File: src/rtl/seven_seg_pkg.sv
// seven_seg_pkg: shared constants and helpers for the multiplexed
// seven-segment driver.
//   HEX_SEG     - active-low segment patterns for hex 0..F, {a,b,c,d,e,f,g}
//   SEG_BLANK   - all segments dark
//   slot_hold_t - per-slot snapshot of one digit's inputs
//   anode_level - physical anode pin level for a logical select
//   ctr_width   - counter width helper (never less than 1 bit)
package seven_seg_pkg;

  localparam logic [6:0] SEG_BLANK = 7'h7F;

  localparam logic [6:0] HEX_SEG [16] = '{
    7'h01, 7'h4F, 7'h12, 7'h06, 7'h4C, 7'h24, 7'h20, 7'h0F,
    7'h00, 7'h04, 7'h08, 7'h60, 7'h72, 7'h42, 7'h10, 7'h38
  };

  typedef struct packed {
    logic       en;
    logic       dp;
    logic [3:0] nib;
  } slot_hold_t;

  function automatic logic anode_level(input logic active, input bit active_low);
    return active_low ? ~active : active;
  endfunction

  function automatic int unsigned ctr_width(input int unsigned n);
    return (n > 1) ? $clog2(n) : 1;
  endfunction

endpackage

File: src/rtl/seg_slot_timer.sv
// seg_slot_timer: slot counter and digit-slot sequencer.
//   clk_i, rst_i   - clock, async active-high reset
//   slot_idx_o     - digit currently owning the segment bus (registered)
//   slot_nxt_o     - slot index for the cycle about to start
//   slot_wrap_o    - high in the last cycle of a slot (next edge starts a new slot)
//   in_dead_o      - the cycle about to start lies in the dead-time gap
//   frame_start_o  - registered one-cycle pulse in the first cycle of slot 0
module seg_slot_timer
  import seven_seg_pkg::*;
#(
  parameter int unsigned NUM_DIGITS  = 2,
  parameter int unsigned REFRESH_DIV = 100000,
  parameter int unsigned DEAD_CYCLES = 16
) (
  input  logic                               clk_i,
  input  logic                               rst_i,
  output logic [ctr_width(NUM_DIGITS)-1:0]   slot_idx_o,
  output logic [ctr_width(NUM_DIGITS)-1:0]   slot_nxt_o,
  output logic                               slot_wrap_o,
  output logic                               in_dead_o,
  output logic                               frame_start_o
);

  localparam int unsigned CNTW = ctr_width(REFRESH_DIV);
  localparam int unsigned IDXW = ctr_width(NUM_DIGITS);

  logic [CNTW-1:0] cnt_q, cnt_d;
  logic [IDXW-1:0] slot_q, slot_d;
  logic            frame_q, frame_d;
  logic            wrap;

  assign wrap = (cnt_q == CNTW'(REFRESH_DIV - 1));

  always_comb begin
    cnt_d   = cnt_q + CNTW'(1);
    slot_d  = slot_q;
    frame_d = 1'b0;
    if (wrap) begin
      cnt_d   = '0;
      slot_d  = (slot_q == IDXW'(NUM_DIGITS - 1)) ? '0 : slot_q + IDXW'(1);
      frame_d = (slot_d == '0);
    end
  end

  always_ff @(posedge clk_i or posedge rst_i) begin
    if (rst_i) begin
      cnt_q   <= '0;
      slot_q  <= '0;
      frame_q <= 1'b0;
    end else begin
      cnt_q   <= cnt_d;
      slot_q  <= slot_d;
      frame_q <= frame_d;
    end
  end

  // Next-state views let the parent register its outputs with zero lag.
  assign slot_idx_o    = slot_q;
  assign slot_nxt_o    = slot_d;
  assign slot_wrap_o   = wrap;
  assign in_dead_o     = (cnt_d < CNTW'(DEAD_CYCLES));
  assign frame_start_o = frame_q;

endmodule

File: src/rtl/seven_seg_mux_driver.sv
// seven_seg_mux_driver: time-multiplexed driver for NUM_DIGITS common-anode
// seven-segment digits on one shared active-low segment bus.
//   clk, reset   - clock, async active-high reset
//   digits       - hex nibbles, digit i = digits[4i+3:4i]
//   digit_en     - per-digit show enable (0 blanks the digit)
//   dp           - per-digit decimal point request
//   seg          - active-low segments, seg[6]=a .. seg[0]=g
//   seg_dp       - active-low decimal point
//   anode        - digit selects, polarity from ANODE_ACTIVE_LOW
//   slot_idx     - digit currently owning the bus
//   frame_start  - one-cycle pulse at the start of slot 0
// Every output is a flop; inputs are only sampled at slot boundaries.
module seven_seg_mux_driver
  import seven_seg_pkg::*;
#(
  parameter int unsigned NUM_DIGITS       = 2,
  parameter int unsigned REFRESH_DIV      = 100000,
  parameter int unsigned DEAD_CYCLES      = 16,
  parameter int unsigned ANODE_ACTIVE_LOW = 1
) (
  input  logic                             clk,
  input  logic                             reset,
  input  logic [4*NUM_DIGITS-1:0]          digits,
  input  logic [NUM_DIGITS-1:0]            digit_en,
  input  logic [NUM_DIGITS-1:0]            dp,
  output logic [6:0]                       seg,
  output logic                             seg_dp,
  output logic [NUM_DIGITS-1:0]            anode,
  output logic [ctr_width(NUM_DIGITS)-1:0] slot_idx,
  output logic                             frame_start
);

  localparam int unsigned IDXW     = ctr_width(NUM_DIGITS);
  localparam bit          ANODE_LO = (ANODE_ACTIVE_LOW != 0);

  logic [IDXW-1:0] slot_nxt;
  logic            slot_wrap;
  logic            dead_nxt;

  seg_slot_timer #(
    .NUM_DIGITS  (NUM_DIGITS),
    .REFRESH_DIV (REFRESH_DIV),
    .DEAD_CYCLES (DEAD_CYCLES)
  ) u_timer (
    .clk_i         (clk),
    .rst_i         (reset),
    .slot_idx_o    (slot_idx),
    .slot_nxt_o    (slot_nxt),
    .slot_wrap_o   (slot_wrap),
    .in_dead_o     (dead_nxt),
    .frame_start_o (frame_start)
  );

  slot_hold_t            hold_q, hold_d;
  slot_hold_t            sel;
  logic                  on_d;
  logic [6:0]            seg_q, seg_d;
  logic                  seg_dp_q, seg_dp_d;
  logic [NUM_DIGITS-1:0] anode_q, anode_d;
  logic [NUM_DIGITS-1:0] anode_idle;

  always_comb begin
    for (int unsigned i = 0; i < NUM_DIGITS; i++) begin
      anode_idle[i] = anode_level(1'b0, ANODE_LO);
    end
  end

  // Select the inputs belonging to the slot about to begin.
  always_comb begin
    sel = '0;
    for (int unsigned i = 0; i < NUM_DIGITS; i++) begin
      if (slot_nxt == IDXW'(i)) begin
        sel.en  = digit_en[i];
        sel.dp  = dp[i];
        sel.nib = digits[4*i +: 4];
      end
    end
  end

  assign hold_d = slot_wrap ? sel : hold_q;

  // Outputs are computed from next-state values so the registered pins
  // line up exactly with the cycle's slot, phase and held digit.
  always_comb begin
    on_d     = hold_d.en && !dead_nxt;
    seg_d    = on_d ? HEX_SEG[hold_d.nib] : SEG_BLANK;
    seg_dp_d = on_d ? ~hold_d.dp : 1'b1;
    for (int unsigned i = 0; i < NUM_DIGITS; i++) begin
      anode_d[i] = anode_level(on_d && (slot_nxt == IDXW'(i)), ANODE_LO);
    end
  end

  always_ff @(posedge clk or posedge reset) begin
    if (reset) begin
      hold_q   <= '0;
      seg_q    <= SEG_BLANK;
      seg_dp_q <= 1'b1;
      anode_q  <= anode_idle;
    end else begin
      hold_q   <= hold_d;
      seg_q    <= seg_d;
      seg_dp_q <= seg_dp_d;
      anode_q  <= anode_d;
    end
  end

  assign seg    = seg_q;
  assign seg_dp = seg_dp_q;
  assign anode  = anode_q;

endmodule

File: config.mk
export PLATFORM = sky130hd
export DESIGN_NAME = seven_seg_mux_driver
export DESIGN_NICKNAME = d
export VERILOG_FILES = /design/src/rtl/seven_seg_pkg.sv /design/src/rtl/seg_slot_timer.sv /design/src/rtl/seven_seg_mux_driver.sv
export SDC_FILE = /design/constraint.sdc
export NUM_CORES = 1
export LEC_CHECK = 0
export ABC_AREA = 1
export CAP_MARGIN = 10
export CELL_PAD_IN_SITES_DETAIL_PLACEMENT = 0
export CELL_PAD_IN_SITES_GLOBAL_PLACEMENT = 1
export CORE_UTILIZATION = 44
export CTS_BUF_LIST = sky130_fd_sc_hd__clkbuf_16
export DETAILED_ROUTE_END_ITERATION = 8
export PLACE_DENSITY_LB_ADDON = 0.08
export SLEW_MARGIN = 20
export SYNTH_ARGS = -nofsm -noshare
export SYNTH_HDL_FRONTEND = slang
export SYNTH_SLANG_ARGS = --single-unit
export TNS_END_PERCENT = 50
File: constraint.sdc
create_clock -name clk -period 8.8 [get_ports clk]
set_clock_uncertainty 0.1 [all_clocks]
set_input_delay 0.88 -clock clk [delete_from_list [all_inputs] [get_ports clk]]
set_output_delay 0.88 -clock clk [all_outputs]
set_load 0.01 [all_outputs]
Yosys cells after proc, flatten, opt, wreduce, memory -nomap -nowiden:

Memories as Yosys holds them, arrays and structs flattened.
Index checks and enable logic that the tools add are counted.

* add/sub/neg operators: 2
* magnitude comparators: 2
* equal/unequal tests: 1
* multiplexer cells: 10
* bitwise logic cells: 6
* reductions and logical operators: 4

Operator list (count)
* $mux 7: 3
* $add 17x1->17 const B: 1
* $eq 17x17->1 const B: 1
* $lt 17x5->1 const B: 1
* $mux 17: 1
* $mux 6: 2
* $ge 5x5->1 const B: 1
* $not 1->1: 5
* $not 4->5: 1
* $mux 1: 4
* $logic_and 1x1->1: 3
* $add 1x1->1 const B: 1
* $logic_not 1->1: 1

* register bits: 35
* bits in read-only memories: 112
* input bits: 14
* output and inout port bits: 12
* word-level logic and storage cells: 35
* memories: 1

Memories
* (no name shown): words 16, bits a word 7, rd ports 1, clocked after memory_dff 0, wr ports 0, RTL line seven_seg_mux_driver.sv:86 `seg_d = on_d ? HEX_SEG[hold_d.nib] : SEG_BLANK;`

Depth between registers and ports, before layout:

Gate-level depths: netlist (run 1).

* depth after elaboration: 10
* gate-level depth with buffers: 21
* gate-level depth less buffers: 20

Modules after synthesis:

From an unflattened synthesis (run 1), not the netlist that was laid out.

* cells, all modules: 294
* area, all modules: 2235.9 sq um

By module, submodules not included
* seg_slot_timer: instances 1, cells an instance 181, area each 1277.5 sq um
* seven_seg_mux_driver: instances 1, cells an instance 113, area each 958.4 sq um

Worst setup path after synthesis (run 1):

OpenSTA, ideal clock, no wires.

* kind: register -> register
* from: register u_timer.cnt_q[0]
* to: register seg_q[3] (netlist: seg[3])
* data arrival time: 2.683 ns
* data required time: 8.615 ns
* setup slack: 5.931 ns
* cell stages (with the launch flop): 22
* period minus slack after synthesis: 2.869 ns
* cell sequence: dfrtp_1 > ha_1 > nand2_2 > inv_2 > nand2_2 > nor2_4 > nand2_4 > clkinv_4 > ha_1 > buf_2 > inv_1 > nand2_1 > nand2_1 > o21ai_1 > inv_1 > ha_1 > inv_1 > nand3_1 > nand3_1 > nand2_1 > inv_1 > nand3_1

RTL lines
* start, declared: RTL line seg_slot_timer.sv:27 `logic [CNTW-1:0] cnt_q, cnt_d;`
* start signal, assigned: RTL line seg_slot_timer.sv:51 `cnt_q <= cnt_d;`
* end signal, assigned: RTL line seven_seg_mux_driver.sv:101 `seg_q <= seg_d;`
* end, declared: RTL line seven_seg_mux_driver.sv:57 `logic [6:0] seg_q, seg_d;`

==> results of run 1 <==
## worst min path at each step
stage / startpoint / to / slack (ps) / depth (start not counted)
2_1_floorplan: u_timer.cnt_q[0]$_DFF_PP0_ / u_timer.cnt_q[0]$_DFF_PP0_ / 350 / 1
3_3_place_gp: u_timer.cnt_q[0]$_DFF_PP0_ / u_timer.cnt_q[0]$_DFF_PP0_ / 360 / 1
3_5_place_dp: u_timer.cnt_q[0]$_DFF_PP0_ / u_timer.cnt_q[0]$_DFF_PP0_ / 370 / 1
5_1_grt: u_timer.cnt_q[0]$_DFF_PP0_ / u_timer.cnt_q[0]$_DFF_PP0_ / 420 / 1
4_1_cts: u_timer.cnt_q[0]$_DFF_PP0_ / u_timer.cnt_q[0]$_DFF_PP0_ / 380 / 1
6_report: u_timer.cnt_q[0]$_DFF_PP0_ / u_timer.cnt_q[0]$_DFF_PP0_ / 370 / 1
## final cells by class
type | count | area [µm²]
fill | 427 | 1920
multi-input combinational | 195 | 1020
sequential | 35 | 888
timing repair buffer | 26 | 258
inverter | 49 | 189
clock buffer | 5 | 125
tap | 52 | 65.1
clock inverter | 3 | 38.8
## flip-flops by register name, indices dropped and copies added (netlist names)
register / cells
anode: 2
hold_q: 6
seg: 7
seg_dp: 1
u_timer.cnt_q: 17
u_timer.frame_start_o: 1
u_timer.slot_idx_o: 1
## power breakdown
part | total, W | internal [W] | switching (W)
Combinational | 0.0000107 | 0.00000581 | 0.00000484
Clock | 0.000200 | 0.000132 | 0.0000680
Sequential | 0.000161 | 0.000161 | 0
## metal layers
layer | GRT usage (%) | routed length, µm
met1 | 24.9 | 2110
met2 | 35.9 | 2310
met3 | 3.80 | 102
met4 | 7.84 | 74
met5 | 0 | 0
## cell usage after synthesis, types with 2 or more instances
master / instances
nand2_1: 75
inv_1: 43
nand3_1: 39
dfrtp_1: 25
nor2_1: 22
dfstp_2: 10
o21ai_0: 10
nor2_2: 9
ha_1: 8
nand2_2: 8
nand4_1: 7
inv_2: 3
nand2_4: 3
clkinv_1: 2
mux2i_1: 2
nand3b_1: 2
o21ai_1: 2
## kinds of logic after synthesis
family	count (synthesis)	synth area share, %
muxes	2	0.942
AOI/OAI and AO/OA	17	5.18
and+or+nand+nor	168	37.3
adders and majority gates	8	4.71
DFF	35	41.8
buffers and inverters	52	10.0
## metrics by stage
step                area [µm²]  setup WS, ps
floorplan                 2120          5930
global placement          2420          5700
detailed placement        2420          5550
CTS                       2590          5540
global route              2590          5230
finish                    2590          5550
==> impl_metrics.ini, run 1 <==
[outcome]
status = completed

[critical_path]
arrival_ps = 3330
path_buf_inv = 5
required_ps = 8880
cp_max_fo = 10
timing.rr.start = u_timer.cnt_q[0]$_DFF_PP0_
critical-path-top-delay-family = adder cells
cp-start-kind = flip-flop
reg2regPathDepth = 20
ff2ff_setup_slack_ps = 5550
worstPathCellList = ha_1, nand2_2, inv_2, nand2_2, nor2_4, nand2_4, clkinv_4, ha_1, inv_1, nand2_1, nand2_1, o21ai_1, inv_1, ha_1, nand3_1, nand2_1, nand2_1, nand2_1, inv_1, nand3_1
cpPeakStageDelay_ps = 460
crit_type = reg2reg
slowest_stage = ha_1
rr_endpoint = seg[3]$_DFF_PP1_
cp_common_cell = nand2_1
end_kind = flip-flop
cp.depth = 20
critPathCapture = seg[3]$_DFF_PP1_
critPathLaunch = u_timer.cnt_q[0]$_DFF_PP0_

[synth]
synth_edf_count = 0
yosys.cell_types.count = 29
synth.top_cell.area_share_pct = 29.4
synth_top_cell_by_area = dfrtp_1
async_flop_share_pct = 100
synth_nets = 304
ys_ff_latch = 35
synth-seq-area-share_pct = 41.8
synth_cells = 282
syn_avg_cell_area_um2 = 7.53
syn_area_um2 = 2120
synth_flop_cell = dfrtp_1
yosys_warnings = 0
ys_top_cells_by_area = dfrtp_1 (29%), nand2_1 (13%), dfstp_2 (12%)

[clocking]
hold_buffers = 0
clk_pin_slew_ps = 50
cts.sinks = 35
cts_tree = done
clock_path_buffers = 2
cts.repair.resized = 0
numCtsBuffers = 5
htreeDepth = 2
clk_latency_ps = 280
cts_setup_buffers = 0
ctsRootBufferMaster = clkbuf_16

[sta]
timing_hold_violations_final = 0
slew_headroom_pct = 60.3
rsz0062_at_grt = no
fmax_ghz = 0.308
maxSlewViolCount = 0
whs_ps = 372
worst_pin_slew_ps = 593
setup_tns_ps = 0
setup_violations = 0
fin_crit_ps = 3250
fin_crit_sh_pct = 36.9

[place]
port-buffer-count = 25
routabilityCongestion = 0.815
dp_hpwl_um = 3450
dp_cells = 357

[finish]
layout-drive-gt1-share_pct = 15.3
final_common_cell = nand2_1
layout_common_cells = nand2_1 (75), inv_1 (43), nand3_1 (39), dfrtp_1 (25), clkdlybuf4s50_1 (25)
n_antenna_cell = 0
nNetsFinal = 334
layout.cells.non_filler = 365
post-route-util_pct = 57.4
area_delta_synth_final_pct = 21.8

[floorplanning]
die_area_um2 = 5110
initial_core_util_pct = 47.2
coreArea_um2 = 4500
io_pins = 26
fp.dieW_um = 71.5
dieHeight_um = 71.5
rows = 24

[global_route]
grt_pass1_vias = 1741
antenna_found_initial = 0
grt_usage_pct = 20.4
overflow = 0
grt_max_degree = 36
grt_pass1_wl_um = 7910

[detailed_routing]
drt-initial-drc-count = 95
route.vias.total = 1801
drt-total-wl_um = 4600
wire_per_inst_um = 12.6
drc = 0
ant_nets = 0
drtPass1Iterations = 4
via_per_inst = 4.93

[pwr]
finalPower_w = 0.000372
power_leakage_nw = 1.34
ir_worst_vdd_uv = 75.6
p_per_area_nw_per_um2 = 144

[job]
max_cap_viol_count = 0

[worst_hold_path]
hold_class = reg2reg
Power figures use the tool's default switching activity.
==> inputs of run 2 (changes only) <==
- CORE_UTILIZATION: 44 -> 37
- clock period: 8.8 -> 2.86 ns (I/O delays scaled with it)
==> impl_metrics.ini, run 2 (synthesis gave the netlist of run 1 again) <==
[outcome]
status = completed

[pwr]
p_per_area_nw_per_um2 = 386
power_leakage_nw = 1.38
ir_worst_vdd_uv = 251
p_int_w = 0.000829
seqPwrFrac_pct = 47.7
finalPower_w = 0.00104
switchingPower_w = 0.000211
power_frac_clock_pct = 49.1
pwr-share-comb_pct = 3.2
p_sw_share_pct = 20.3

[finish]
area_delta_synth_final_pct = 26.7
nNetsFinal = 346
layout-drive-gt1-share_pct = 19.1
layout_common_cells = nand2_1 (75), inv_1 (43), nand3_1 (39), dfrtp_1 (25), clkdlybuf4s50_1 (25)
final_common_cell = nand2_1
largest_reg_flops = 17
top_register = u_timer.cnt_q
n_antenna_cell = 0

[sta]
slew_headroom_pct = 69.6
setup_tns_ps = 0
fin_crit_sh_pct = 91.8
maxSlewViolCount = 0
fmax_ghz = 0.381
worst_pin_slew_ps = 455
rsz0062_at_grt = no
setup_violations = 0
fin_crit_ps = 2630
timing_hold_violations_final = 0

[clocking]
cts.sinks = 35
clk_latency_ps = 270
clock_path_buffers = 2
htreeDepth = 2
clk_pin_slew_ps = 60
numCtsBuffers = 5
hold_buffers = 0
cts_tree = done
ctsRootBufferMaster = clkbuf_16

[global_route]
grt_pass1_vias = 1812
grt_max_degree = 36
overflow = 0
antenna_found_initial = 0
grt_pass1_wl_um = 8840
grt_usage_pct = 19.2

[floorplanning]
rows = 27
coreArea_um2 = 5510
initial_core_util_pct = 38.6
dieHeight_um = 77.8
die_area_um2 = 6050
io_pins = 26
fp.dieW_um = 77.8

[detailed_routing]
drt-total-wl_um = 5040
route.vias.total = 1863
wire_per_inst_um = 12.7
ant_nets = 0
drtPass1Iterations = 4
via_per_inst = 4.69
drt-initial-drc-count = 85
drc = 0

[job]
max_cap_viol_count = 0

[place]
port-buffer-count = 25
routabilityCongestion = 0.811
dp_hpwl_um = 3820

[critical_path]
cp_max_fo = 6
crit_type = reg2reg
reg2regPathDepth = 18
timing.rr.start = u_timer.cnt_q[1]$_DFF_PP0_
end_kind = flip-flop
arrival_ps = 2720
ff2ff_setup_slack_ps = 230
required_ps = 2950
rr_endpoint = seg[3]$_DFF_PP1_
cp-start-kind = flip-flop

[worst_hold_path]
hold_class = in2async
[run 2: changes by cell type in the layout (fill, tap and decap cells not counted)]
cell / before / now
ha_1: 8 / 7
bufinv_16: 1 / 0
inv_2: 3 / 4
buf_4: 1 / 13
ha_4: 0 / 1
o21ai_1: 2 / 1
o21ai_2: 1 / 2
[run 2: metal layers]
| layer | share of wire [%] | vias up | routed length (µm) | GRT usage, % |
|---|---|---|---|---|
| met3 | 2.5 | 2 | 125 | 3.53 |
| met4 | 0.46 | 0 | 23 | 5.66 |
| met1 | 46 | 862 | 2340 | 23.8 |
| met2 | 51 | 28 | 2550 | 33.5 |
| met5 | 0 | - | 0 | 0 |
| li1 | - | 971 | - | - |
[run 2: worst max path at each step]
stage                  endpoint  slack (ps)                       start
6_report       seg[3]$_DFF_PP1_         230  u_timer.cnt_q[1]$_DFF_PP0_
5_1_grt        seg[3]$_DFF_PP1_           7  u_timer.cnt_q[1]$_DFF_PP0_
4_1_cts        seg[3]$_DFF_PP1_         120  u_timer.cnt_q[1]$_DFF_PP0_
3_5_place_dp   seg[3]$_DFF_PP1_         130  u_timer.cnt_q[1]$_DFF_PP0_
3_3_place_gp   seg[3]$_DFF_PP1_         140  u_timer.cnt_q[1]$_DFF_PP0_
2_1_floorplan  seg[3]$_DFF_PP1_          80  u_timer.cnt_q[0]$_DFF_PP0_
[run 2: worst max-delay path: stages, from the launching register on]
cell      delay, ps
dfrtp_1         400
ha_1            210
nand2_2         100
inv_2            50
nand2_2          90
nor2_4           60
nand2_4          80
clkinv_4         80
ha_4            300
mux2i_1         210
o21ai_2         100
buf_4           160
ha_1            200
nand3_1         130
nand2_1          70
nand2_1          50
nand2_1          40
inv_1            40
nand3_1          70
[run 2: what timing repair did]
| item | in CTS | in global routing |
|---|---|---|
| setup buffers | 0 | 1 |
| endpoints found under the setup margin | 0 | 7 |
| resized for setup | 0 | 3 |
[run 2: stage by stage]
| step | utilization (%) | hold slack [ps] | cell area (µm²) | std cells | setup slack, ps |
|---|---|---|---|---|---|
| final | 48.9 | 323 | 2690 | 397 | 235 |
| after global routing | 48.9 | 412 | 2690 | 397 | 7.32 |
| after CTS | 48.5 | 340 | 2670 | 396 | 123 |
| after detailed placement | 46.0 | 373 | 2530 | 388 | 133 |
| after global placement | 46.0 | 367 | 2530 | 388 | 143 |
| after floorplan | - | 333 | 2130 | 282 | 83.2 |
[run 2: cell type report]
cell class | instances | area, µm²
Clock buffer | 5 | 125
Clock inverter | 3 | 12.5
Fill cell | 541 | 2810
Inverter | 49 | 189
Multi-Input combinational cell | 195 | 1040
Sequential cell | 35 | 888
Tap cell | 72 | 90.1
Timing Repair Buffer | 38 | 348
[run 2: power groups by stage]
stage / sequential, W / clock, W / combinational, W
after CTS: 0.000496 / 0.000530 / 0.0000341
after floorplan: 0.000504 / 0 / 0.0000112
after global placement: 0.000504 / 0 / 0.0000342
final: 0.000496 / 0.000510 / 0.0000328
after detailed placement: 0.000504 / 0 / 0.0000341
after global routing: 0.000496 / 0.000558 / 0.0000378
==> edit 1: new RTL, config.mk and constraints of run 2 <==
Register the inputs `digits`, `digit_en` and `dp` before use, without a reset. The logic sees them one clock later.
--- a/src/rtl/seven_seg_mux_driver.sv
+++ b/src/rtl/seven_seg_mux_driver.sv
@@ -34,2 +34,12 @@
   localparam bit          ANODE_LO = (ANODE_ACTIVE_LOW != 0);
+
+  logic [4*NUM_DIGITS-1:0] digits_q;
+  logic [NUM_DIGITS-1:0] digit_en_q;
+  logic [NUM_DIGITS-1:0] dp_q;
+
+  always_ff @(posedge clk) begin
+    digits_q   <= digits;
+    digit_en_q <= digit_en;
+    dp_q       <= dp;
+  end
 
@@ -72,5 +82,5 @@
       if (slot_nxt == IDXW'(i)) begin
-        sel.en  = digit_en[i];
-        sel.dp  = dp[i];
-        sel.nib = digits[4*i +: 4];
+        sel.en  = digit_en_q[i];
+        sel.dp  = dp_q[i];
+        sel.nib = digits_q[4*i +: 4];
       end
Formal check against the unedited RTL: no difference found for any inputs over 10 cycles, from zero or initial values and one cycle with reset high; that may be too few to reach the edited logic, so the function may still have changed.
==> edit 1 against run 2 <==
- routed wire length down 0.62%
- power increased by 27%
- core utilization shrank 0.61 points
- fmax increased by 0.25%
- worst setup slack better by 0.0066 ns
- area after synthesis up 9.1%
- largest power group is now registers
- sequential cell count grew 12
- largest cell class is now flip-flops and latches
- design area increased by 7.4%
- highest routed layer unchanged
==> edit 1: results (changes against run 2) <==
Outcome
  • Status: finished clean

STA
  • Final Setup Violations: 0 (unchanged)
  • Final period util: 91.6% (-0.23 points)
  • Hold_ws: 0.301 ns (-0.0227 ns)
  • Pin slew with the least headroom to its limit: 0.449 ns (-0.00633 ns)

Synthesis
  • Seq/Total Area, Yosys: 48.7% (+6.9 points)
  • Synth top cells by count: 82 x nand2_1, 46 x inv_1, 36 x nand3_1, 27 x nor2_1, 25 x dfrtp_1
  • Syn Nets: 317 (+4.3%)
  • Synth Area in Adders: 4.32% (-0.39 points)
  • Register bit total from synthesis: 47 (+34%)
  • Top cells by area, synth: dfrtp_1 27%, nand2_1 13%, dfstp_2 11%
  • Compound-cell area share of the yosys netlist: 4.16% (-1.0 points)
  • Post-Syn Instances: 295 (+4.6%)
  • Cell variety after synth: 28 (-3.4%)
  • Mux cell area share after synthesis: 0.864% (-0.078 points)
  • Async SR Flop Fraction: 74.5% (-26 points)

Route
  • DR vias: 1,901 (+2.0%)
  • Final wirelength: 5.00 mm (-0.62%)
  • Initial drt markers: 80 (-5.9%)
  • Routed len/inst: 12.2 um (-3.5%)
  • Drt first pass iters: 5 (+1)

Critical path
  • Flop-to-flop setup slack: 0.24 ns
  • CP startpoint: u_timer.cnt_q[0]
  • Top delay family on crit path: simple AND/OR/NAND/NOR gates
  • Max stage delay on crit path: 0.41 ns
  • Worst path arrival time: 2.74 ns (+0.02 ns)
  • R2R depth: 19 (+1)
  • Reg2reg end: seg[3]

Clock tree
  • Worst-path clk slew: roughly 0.070 ns
  • CTS H-Tree Depth: 2 (unchanged)

Pwr
  • Seq pwr share: 51.0% (+3.3 points)
  • Leakage power: 1.41 nW (+1.6%)
  • Total power: 1.32 mW (+27%)
  • Comb power frac: 2.4% (-0.8 points)
  • Maximum VDD drop: 0.378 mV (+51%)
  • P_int: 1.07 mW (+29%)

Final layout
  • Fillers: 606 (+12%)
  • Fraction of area in multi-input gates: 34.5% (-4.1 points)
  • Final non-clock buffer share: 11.2% (-1.7 points)
  • N_diodes: 0 (unchanged)
  • Layout cell share with drive strength beyond 1: 15.0% (-4.1 points)
  • Register area: 0.00113 mm^2 (+27%)
  • Area grow syn2layout: 24.8%
  • Final clock-cell share: 5.67% (+0.55 points)
  • NumNets Final: 355 (+2.6%)
  • Seq/total area: 39.0% (+6.0 points)
  • Clock buf count: 6 (+1)
  • Nonclk buf count: 35 (-7.9%)

GRT
  • First-pass GRT wire length: 8.45 mm (-4.4%)
  • Number of global-route vias before repair: 1,812 (unchanged)
  • GRT Overall Usage: 17.4% (-1.7 points)

Placed design
  • Global placer's final weighted congestion: 0.806 (-0.62%)
  • Inst Count DP: 400 (+3.1%)
  • Place WS: 0.0887 ns (-0.0448 ns)
  • DP Area: 0.00270 mm^2 (+6.5%)
  • HPWL Detailed: 3.81 mm (-0.26%)

Hold path
  • Hold crit path type: input port to asynchronous set/reset pin
==> edit 1: cell count changes after synthesis, sizes merged <==
cell    delta
dfxtp     +12
inv        +2
nand3      -1
nand4      +1
clkinv     -2
buf        +1
==> edit 1: cells by family (layout without fill, tap and decap cells) <==
family / Yosys count / count (layout)
flip-flops: 47 / 47
multiplexers: 2 / 2
adder cells (fa/ha/maj): 8 / 8
buffers and inverters: 53 / 92
AND/OR/NAND/NOR: 168 / 168
AO/OA/AOI/OAI: 17 / 17
==> edit 1: per-layer routing <==
metal,vias to the layer above,wire (um),GRT usage (%)
met1,871,2330,21.0
met5,-,0,0
li1,997,-,-
met3,5,135,3.26
met4,0,42,4.29
met2,28,2500,31.8
==> edit 1: timing repair <==
item,CTS,global route
resized for setup,0,7
setup buffers,0,1
endpoints found under the setup margin,0,7
==> edit 2: new RTL, flow settings as in run 2 <==
Without the edit above. `REFRESH_DIV` is set to 100000 in 2 places; all go to 50000.
--- a/src/rtl/seg_slot_timer.sv
+++ b/src/rtl/seg_slot_timer.sv
@@ -11,3 +11,3 @@
   parameter int unsigned NUM_DIGITS  = 2,
-  parameter int unsigned REFRESH_DIV = 100000,
+  parameter int unsigned REFRESH_DIV = 50000,
   parameter int unsigned DEAD_CYCLES = 16
--- a/src/rtl/seven_seg_mux_driver.sv
+++ b/src/rtl/seven_seg_mux_driver.sv
@@ -16,3 +16,3 @@
   parameter int unsigned NUM_DIGITS       = 2,
-  parameter int unsigned REFRESH_DIV      = 100000,
+  parameter int unsigned REFRESH_DIV      = 50000,
   parameter int unsigned DEAD_CYCLES      = 16,
Function: same outputs for any inputs over 10 cycles, from zero or initial values and one cycle with reset high; that may be too few to reach the edited logic, so the function may still have changed.
==> edit 2 against run 2 <==
- routed wire length fell by 4.6%
- sequential cell count shrank 1
- design area decreased by 1.3%
- global-route usage is 0.56 points lower
- area after synthesis shrank 4.3%
- power is 7.8% higher
- cell count shrank 3.8%
- worst setup slack improved by 0.085 ns
==> edit 2: results (changes against run 2) <==
Outcome
  • Status: finished clean

Route
  • Met2 Routed Length: 2.42 mm (-5.0%)
  • Vias per std cell: 4.56 (-2.8%)
  • Routed len/inst: 12.6 um (-0.84%)
  • Met3 WL post-DR: 114 um (-8.8%)
  • Drt first pass iters: 4 (unchanged)
  • Top Layer Used: met4
  • Metal-1 WL: 2.20 mm (-5.9%)
  • Initial drt markers: 73 (-14%)

Final layout
  • Layout cell share with drive strength beyond 1: 18.9% (-0.17 points)
  • Fin cells: 382 (-3.8%)
  • N_diodes: 0 (unchanged)
  • NumNets Final: 334 (-3.5%)
  • Top reg by flops: u_timer.cnt_q
  • Number of flip-flops under the largest register name: 16 (-1)
  • Fillers: 540 (-0.18%)

Synthesis
  • Cell area after synthesis: 0.00203 mm^2 (-4.3%)
  • Syn Nets: 292 (-3.9%)
  • Seq/Total Area, Yosys: 42.5% (+0.65 points)
  • Async SR Flop Fraction: 100% (unchanged)
  • Post-Syn Instances: 269 (-4.6%)
  • Largest area contributor in the netlist: dfrtp_1
  • Top cells by area, synth: dfrtp_1 30%, dfstp_2 13%, nand2_1 13%
  • Synth top cells by count: 70 x nand2_1, 41 x inv_1, 39 x nand3_1, 28 x nor2_1, 24 x dfrtp_1
  • Synth Warn #: 0 (unchanged)
  • Cell variety after synth: 27 (-6.9%)

GRT
  • GRT Overall Usage: 18.6% (-0.56 points)
  • Number of global-route vias before repair: 1,854 (+2.3%)
  • Initial antenna violation count: 0 (unchanged)
  • First-pass GRT wire length: 8.46 mm (-4.3%)
  • Largest net degree at the start of global routing: 35 (-2.8%)

Critical path
  • Worst path arrival time: 2.66 ns (-0.06 ns)
  • Max stage delay on crit path: between 0.4 and 0.5 ns
  • CP max FO: 5 (-1)
  • Flop-to-flop setup slack: 0.32 ns (+0.08 ns)
  • Crit path max-delay cell type: dfrtp_1
  • Reg2reg end: seg[3]
  • Reg2Reg Launch Point: u_timer.cnt_q[8]
  • R2R depth: 18 (unchanged)

Clock tree
  • Clock latency at the later pin of the worst-skew pair: 0.28 ns
  • CTS root buf: clkbuf_16
  • CTS H-Tree Depth: 2 (unchanged)
  • Worst-path clk slew: around 0.05 ns
  • Clk buf depth: 2 (unchanged)
  • Total CTS buffers: 5 (unchanged)

Pwr
  • Maximum VDD drop: 0.232 mV (-7.6%)
  • Leakage power: 1.38 nW (-0.66%)

STA
  • Pin slew with the least headroom to its limit: 0.438 ns (-0.0170 ns)
  • Hold_ws: 0.324 ns (+0.00124 ns)
  • Final Setup Violations: 0 (unchanged)

Placed design
  • Inst Count DP: 370 (-4.6%)
  • HPWL Detailed: 3.63 mm (-5.2%)
  • Global placer's final weighted congestion: 0.833 (+2.7%)
  • Input/output buffers: 25 (unchanged)
  • Place WS: 0.121 ns (-0.0125 ns)

Die
  • Total core area: 0.00520 mm^2 (-5.5%)

Hold path
  • Hold crit path type: input port to asynchronous set/reset pin
==> edit 2: cell count changes after synthesis, moves of 4 or more <==
cell / before / now
nand2_1: 75 / 70
xor2_1: 0 / 4
nor2_1: 22 / 28
buf_2: 1 / 5
nor2_2: 9 / 5
nand2_2: 8 / 3
==> edit 2: layout make-up <==
class,instances,share of cell area (%)
flip-flops and latches,34,32.6
multi-input cells,187,38.0
clock inverters,3,1.51
well taps,70,3.30
inverters,42,5.93
clock buffers,5,4.71
repair buffers,41,13.9
==> edit 2: worst max path at each step <==
stage | startpoint | end | slack, ns | depth (start not counted)
4_1_cts | u_timer.cnt_q[0] | seg[3] | 0.10 | 15
5_1_grt | u_timer.cnt_q[8] | seg[3] | 0.06 | 18
3_3_place_gp | u_timer.cnt_q[0] | seg[3] | 0.18 | 15
2_1_floorplan | u_timer.cnt_q[0] | seg[3] | 0.05 | 17
6_report | u_timer.cnt_q[8] | seg[3] | 0.32 | 18
3_5_place_dp | u_timer.cnt_q[0] | seg[3] | 0.12 | 15
==> edit 2: repair_timing <==
action / CTS / global route
resized for setup: 0 / 12
setup buffers: 0 / 4
setup endpoints to repair: 0 / 7
==> edit 2: per-layer routing <==
layer | global-route usage [%] | up-vias
met5 | 0 | -
met4 | 6.35 | 0
met3 | 3.71 | 5
met2 | 33.4 | 18
met1 | 22.1 | 797
li1 | - | 923
==> edit 2: cells by family (layout without fill, tap and decap cells) <==
group,Yosys count,after routing,synth area share [%]
flip-flops,34,34,42.5
adder cells (fa/ha/maj),9,9,5.54
AO/OA/AOI/OAI,13,13,3.63
XOR/XNOR,4,4,1.72
AND/OR/NAND/NOR,158,158,35.6
multiplexers,3,3,1.48
buffers and inverters,48,91,9.54
==> edit 2: power breakdown <==
group / internal, mW / switching, mW / total, mW
combinational: 0.0181 / 0.0143 / 0.0324
clock: 0.407 / 0.199 / 0.606
sequential: 0.482 / 0 / 0.482
total: 0.907 / 0.213 / 1.12
==> edit 2: critical path, delay by kind of cell, from the launching register on <==
family	cells	cell delay, ns
adder cells (fa/ha/maj)	2	0.61
buffers and inverters	5	0.45
flip-flops	1	0.41
AO/OA/AOI/OAI	1	0.07
AND/OR/NAND/NOR	10	0.84
==> edit 2: per-stage QoR <==
step           cell area, um^2  total power [mW]
2_1_floorplan             2040             0.500
5_1_grt                   2660              1.16
4_1_cts                   2590              1.14
3_3_place_gp              2430             0.524
3_5_place_dp              2430             0.523
6_report                  2660              1.12
